## src/rtl/load_align.sv

```systemverilog
// load_align: load unit that fetches a word and aligns/sign-controls the byte, halfword or word for writeback
// Optional feature: define LOAD_MISALIGN_TRAP_EN to trap misaligned LH/LHU/LW without a memory access.
module load_align #(
   parameter int ACK_TIMEOUT = 255
) (
   input  logic        clk,
   input  logic        rst_n,
   input  logic        ld_valid,
   output logic        ld_ready,
   input  logic [31:0] ld_addr,
   input  logic [2:0]  ld_op,
   output logic        dm_req,
   output logic [31:0] dm_addr,
   input  logic        dm_ack,
   input  logic [31:0] dm_rdata,
   output logic        res_valid,
   input  logic        res_ready,
   output logic [15:0] res_lane,
   output logic        res_sign_ext,
   output logic [31:0] res_word,
   output logic        res_is_word,
   output logic        res_err
);
   typedef enum logic [1:0] {IDLE, REQ, RESP} state_t;
   state_t      state_q, state_d;
   logic [7:0]  cnt_q, cnt_d;
   logic [1:0]  off_q, off_d;
   logic [2:0]  op_q, op_d;
   logic        dm_req_q, dm_req_d;
   logic [31:0] dm_addr_q, dm_addr_d;
   logic        res_valid_q, res_valid_d;
   logic [15:0] res_lane_q, res_lane_d;
   logic        res_sign_ext_q, res_sign_ext_d;
   logic [31:0] res_word_q, res_word_d;
   logic        res_is_word_q, res_is_word_d;
   logic        res_err_q, res_err_d;
   logic [7:0]  sel_b;
   logic [15:0] sel_h;
   logic        is_w, is_h, sx, trap;
   assign ld_ready     = (state_q == IDLE);
   assign dm_req       = dm_req_q;
   assign dm_addr      = dm_addr_q;
   assign res_valid    = res_valid_q;
   assign res_lane     = res_lane_q;
   assign res_sign_ext = res_sign_ext_q;
   assign res_word     = res_word_q;
   assign res_is_word  = res_is_word_q;
   assign res_err      = res_err_q;
   // Next-state logic: accept, wait for ack or timeout, then hold the result until consumed
   always_comb begin
      state_d        = state_q;
      cnt_d          = cnt_q;
      off_d          = off_q;
      op_d           = op_q;
      dm_req_d       = dm_req_q;
      dm_addr_d      = dm_addr_q;
      res_valid_d    = res_valid_q;
      res_lane_d     = res_lane_q;
      res_sign_ext_d = res_sign_ext_q;
      res_word_d     = res_word_q;
      res_is_word_d  = res_is_word_q;
      res_err_d      = res_err_q;
      sel_b          = dm_rdata[{off_q, 3'b000} +: 8];
      sel_h          = off_q[1] ? dm_rdata[31:16] : dm_rdata[15:0];
      is_w           = op_q[2];
      is_h           = (op_q[2:1] == 2'b01);
      sx             = ~op_q[2] & ~op_q[0];
`ifdef LOAD_MISALIGN_TRAP_EN
      trap           = (ld_op[2] && ld_addr[1:0] != 2'b00) || (ld_op[2:1] == 2'b01 && ld_addr[0]);
`else
      trap           = 1'b0;
`endif
      unique case (state_q)
         IDLE: if (ld_valid) begin
            op_d      = ld_op;
            off_d     = ld_addr[1:0];
            dm_addr_d = {ld_addr[31:2], 2'b00};
            cnt_d     = 8'd0;
            if (trap) begin
               state_d        = RESP;
               res_valid_d    = 1'b1;
               res_err_d      = 1'b1;
               res_lane_d     = 16'd0;
               res_word_d     = 32'd0;
               res_sign_ext_d = 1'b0;
               res_is_word_d  = 1'b0;
            end else begin
               state_d  = REQ;
               dm_req_d = 1'b1;
            end
         end
         REQ: if (dm_ack) begin
            state_d        = RESP;
            dm_req_d       = 1'b0;
            res_valid_d    = 1'b1;
            res_err_d      = 1'b0;
            res_word_d     = dm_rdata;
            res_is_word_d  = is_w;
            res_sign_ext_d = sx;
            res_lane_d     = is_w ? dm_rdata[15:0] : is_h ? sel_h : {{8{sx & sel_b[7]}}, sel_b};
         end else if (cnt_q == 8'(ACK_TIMEOUT - 1)) begin
            state_d        = RESP;
            dm_req_d       = 1'b0;
            res_valid_d    = 1'b1;
            res_err_d      = 1'b1;
            res_lane_d     = 16'd0;
            res_word_d     = 32'd0;
            res_sign_ext_d = 1'b0;
            res_is_word_d  = 1'b0;
         end else begin
            cnt_d = cnt_q + 8'd1;
         end
         RESP: if (res_ready) begin
            state_d     = IDLE;
            res_valid_d = 1'b0;
         end
         default: state_d = IDLE;
      endcase
   end
   // State and registered outputs; reset drops any in-flight load
   always_ff @(posedge clk or negedge rst_n) begin
      if (!rst_n) begin
         state_q        <= IDLE;
         cnt_q          <= 8'd0;
         off_q          <= 2'd0;
         op_q           <= 3'd0;
         dm_req_q       <= 1'b0;
         dm_addr_q      <= 32'd0;
         res_valid_q    <= 1'b0;
         res_lane_q     <= 16'd0;
         res_sign_ext_q <= 1'b0;
         res_word_q     <= 32'd0;
         res_is_word_q  <= 1'b0;
         res_err_q      <= 1'b0;
      end else begin
         state_q        <= state_d;
         cnt_q          <= cnt_d;
         off_q          <= off_d;
         op_q           <= op_d;
         dm_req_q       <= dm_req_d;
         dm_addr_q      <= dm_addr_d;
         res_valid_q    <= res_valid_d;
         res_lane_q     <= res_lane_d;
         res_sign_ext_q <= res_sign_ext_d;
         res_word_q     <= res_word_d;
         res_is_word_q  <= res_is_word_d;
         res_err_q      <= res_err_d;
      end
   end
endmodule

```

## config.mk

```make
export PLATFORM = sky130hd
export DESIGN_NAME = load_align
export DESIGN_NICKNAME = d
export VERILOG_FILES = /design/src/rtl/load_align.sv
export SDC_FILE = /design/constraint.sdc
export NUM_CORES = 1
export LEC_CHECK = 0
export ABC_AREA = 0
export ABC_CLOCK_PERIOD_IN_PS = 1600
export CORE_ASPECT_RATIO = 1.4
export CORE_MARGIN = 5
export CORE_UTILIZATION = 40
export CTS_BUF_LIST = sky130_fd_sc_hd__clkbuf_4 sky130_fd_sc_hd__clkbuf_8 sky130_fd_sc_hd__clkbuf_16
export CTS_CLUSTER_DIAMETER = 40
export DETAILED_ROUTE_END_ITERATION = 10
export HOLD_SLACK_MARGIN = 0.03
export MAX_ROUTING_LAYER = met4
export PLACE_DENSITY_LB_ADDON = 0.2
export SLEW_MARGIN = 25
export SYNTH_ARGS = -nofsm -noshare
export SYNTH_HDL_FRONTEND = slang
export SYNTH_SLANG_ARGS = --single-unit
```

## constraint.sdc

```tcl
create_clock -name clk -period 1.6 [get_ports clk]
set_input_delay 0.16 -clock clk [delete_from_list [all_inputs] [get_ports clk]]
set_output_delay 0.16 -clock clk [all_outputs]
set_load 0.05 [all_outputs]
```

==> results.md <==
- Mux contribution to synthesized area: 4.64%
- WL met1: just over 5000 µm
- FF/Latch Area: around 2500 µm²
- N_diodes: 0
- Final hold violations: 0
- Yosys cell types: between 40 and 50
- Initial drt markers: about 200
- Critical Path Source Type: flop
- Failing checks: negative setup slack
- Reg-to-Reg Start: cnt_q[0]
- Synth Area in Compound Gates: ~16%
- Die H: roughly 130 µm
- Clk pwr share: about 15%
- First-pass GRT wire length: approximately 21000 µm
- Total placed instance area: between 6000 and 7000 µm²
- Status: finished with violations
- Initial Util: 40.9%
- Reg2reg setup slack: -0.08 ns
- Most common flop cell mapped by yosys: dfrtp_1
- Fmax: roughly 0.6 GHz
- Cells after synthesis: between 300 and 400
- Layout cells sized above 1: a little under 30%
- Endpoints failing setup: 29
- Final Instance Area: approximately 6600 µm²
- Main combinational cell family by area after synthesis: compound AO/OA/AOI/OAI gates
- Comb pwr share: a little under three fifths
- Critical path startpoint: cnt_q[0]
- Worst r2r dst: res_lane[3]
- Max Slew Vio Count: 0
- Max-cap violations: 0
- Detail Route met2 WL: between 6000 and 7000 µm
- I/O Pins: 158
- TritonCTS clock tree: yes
- Initial antenna violation count: 0
- Min-Delay Path Class: in -> async
- CP Capture Point: res_lane[3]
- Vias/cell: 5.24
- Crit path kind: reg -> reg
- Worst reg2reg path depth: 7
- CTS H-Tree Depth: 3
- CTS Sinks: 98
- Worst hold margin: around 0.31 ns
- Vias in the first global route: roughly 4000
- XOR/XNOR share of the synthesized area: less than 1%
- Number of flops mapped to enable cells by yosys: 0
- Final HPWL DP: between 9000 and 10000 µm
- CTS Buffer Depth: 2
- Post-DRT Antenna Nets: 0
- Crit share post-route: 105%
- Residual DRC: 0
- Seq cells post-synth: 98
- RSZ-0062 raised after global routing: true
- DR vias: between 3000 and 4000
- Syn_area_per_cell: between 10 and 15 µm²
- Pwr Total: around 15 mW
- Metal3 WL: 949 µm
- Fin worst setup slack: -0.0758 ns
- Nets: between 600 and 700
- CP arrival: 1.89 ns
- Setup Skew: slightly above 0.005 ns
- Clk slew on worst S/H paths: roughly 0.06 ns
- Post-synthesis adder-cell area fraction: 0.588%
- Reg power frac: 27.7%
- TritonCTS buffer count: 9
- Synthesis Warnings: 0
- Max IR drop VDD: 1.19 mV
- FP Rows: 44
- Gr usage total: about a fifth
- Buffers on Ports: around 160
- Crit end category: flop
- Routed wire length: 13200 µm
- Clock latency at the later pin of the worst-skew pair: between 0.3 and 0.4 ns
- Core box area: ~10000 µm²
- Post-synthesis sequential area ratio: 57.6%
- GR Overflow Total: 0
- RePlAce Congestion: ~0.85
- Ys async rst share: 100%
- P_sw: around 7.3 mW
- Pleak: between 3 and 4 nW
- Largest net degree at the start of global routing: between 50 and 60
- Post-Syn Area: about 4300 µm²
- Crit-path max FO: 6
- 1st-pass router iterations: 4
- DIE AREA: 12800 µm²
- Root Driver: clkbuf_16
- Cell area power density: between 2000 and 2500 nW/µm²
- DR top layer: met4
- Final TNS setup: -1.27 ns
- Wirelength per Cell: 17.9 µm
- Min cycle time layout: about 1.7 ns
- Area grow syn2layout: 54.3%
- Die width: about 100 µm
- Sw Share: 47.6%
- Simple-Gate Fraction of Synth Area: between 15 and 20%
- Multi-input logic area: between 1500 and 2000 µm²
- Int Power: approximately 8.1 mW
- CP Data Required Time: around 1.8 ns
- Fillers: approximately 840
==> critical path: stages, from the launching register on <==
cell and delay, ns:
dfrtp_1 0.39, inv_1 0.06, ha_2 0.20, nand4_4 0.11, o21bai_4 0.17, nand2_4 0.11
clkbuf_16 0.18, a221o_1 0.33
==> cell usage in the layout (no fill, tap or decap), types with 4 or more instances in the layout <==
cell	instances
mux2i_1	4
inv_1	12
dfrtp_1	98
nor2_1	10
a22o_1	40
nand3_1	5
and3_1	8
buf_4	131
a221o_1	8
nand2_1	116
a21oi_1	11
clkbuf_8	4
buf_12	6
o21ai_0	4
clkbuf_16	10
clkdlybuf4s50_1	70
o32ai_1	6
mux4_2	7
==> final cells by class <==
class,count,area share (%)
clock buffer,13,4.26
clock inverter,3,0.685
inverter,12,0.685
multi-input combinational,261,25.7
sequential,98,37.3
tap,138,2.63
timing repair buffer,212,28.7
==> sequential cells by signal (all words and copies together), names as in the netlist <==
register / flops
state_q: 2
dm_addr: 30
res_is_word: 1
res_valid: 1
res_err: 1
cnt_q: 8
res_lane: 16
off_q: 2
dm_req: 1
res_word: 32
res_sign_ext: 1
op_q: 3
==> repair_timing <==
item                                    CTS  global route
endpoints found under the setup margin   24            55
cloned                                    1             1
resized for setup                         1             7
hold buffers                              1             0
pin swaps                                 0             3
buffers inserted                          3             1
hold endpoints to repair                 27             0
==> kinds of logic after synthesis <==
group	count (synthesis)
xor+xnor	1
fa+ha+maj	2
compound gates	86
mux	11
buf+inv	40
flops	98
simple gates	159
other cells	1
==> synth_stat cells, types with 2 or more instances <==
cell type,number,area (µm²)
o211ai_1,2,15.0
nor3_1,2,10.0
a21o_1,2,15.0
mux4_2,7,158
nand2b_1,3,18.8
and2_1,2,12.5
nor2_1,12,45.0
nor2b_1,2,12.5
inv_1,12,45.0
and3_1,8,50.1
a22o_1,40,350
nand3_1,5,25.0
mux2i_1,4,40.0
ha_1,2,25.0
buf_2,7,35.0
a221o_1,8,80.1
buf_4,2,15.0
nand2_1,117,439
dfrtp_1,98,2450
a21oi_1,11,55.1
o31ai_1,3,22.5
clkbuf_1,18,67.6
o32ai_1,6,52.6
o21ai_0,4,20.0
==> power groups by stage <==
| stage | combinational (mW) | sequential (mW) | clock (mW) |
|---|---|---|---|
| final | 8.88 | 4.27 | 2.28 |
| after global routing | 9.38 | 4.41 | 2.45 |
| after CTS | 8.88 | 4.28 | 2.33 |
| after detailed placement | 8.78 | 4.29 | 0 |
| after global placement | 8.64 | 4.26 | 0 |
| after floorplan | 2.41 | 7.58 | 0 |
==> stage by stage <==
step	setup slack (ns)	cells	util, %
after floorplan	-0.00385	399	-
after global placement	-0.142	714	58.9
after detailed placement	-0.189	714	58.9
after CTS	-0.0682	735	62.7
after global routing	-0.129	737	63.2
final	-0.0758	737	63.2
==> worst min path at each step <==
stage / from / endpoint / slack, ns / depth (start not counted)
after CTS: rst_n / res_err / 0.31 / 2
after detailed placement: rst_n / res_err / 0.11 / 1
after floorplan: rst_n / cnt_q[0] / -0.14 / 0
after global routing: ld_addr[17] / dm_addr[17] / 0.34 / 3
after global placement: rst_n / res_err / 0.11 / 1
final: rst_n / state_q[1] / 0.31 / 2
==> layer usage <==
metal	global-route usage, %	vias up
li1	-	1781
met1	25.3	1886
met2	35.6	171
met3	5.29	22
met4	6.93	0
met5	-	-
No activity file was read; power rests on OpenSTA's default activity.
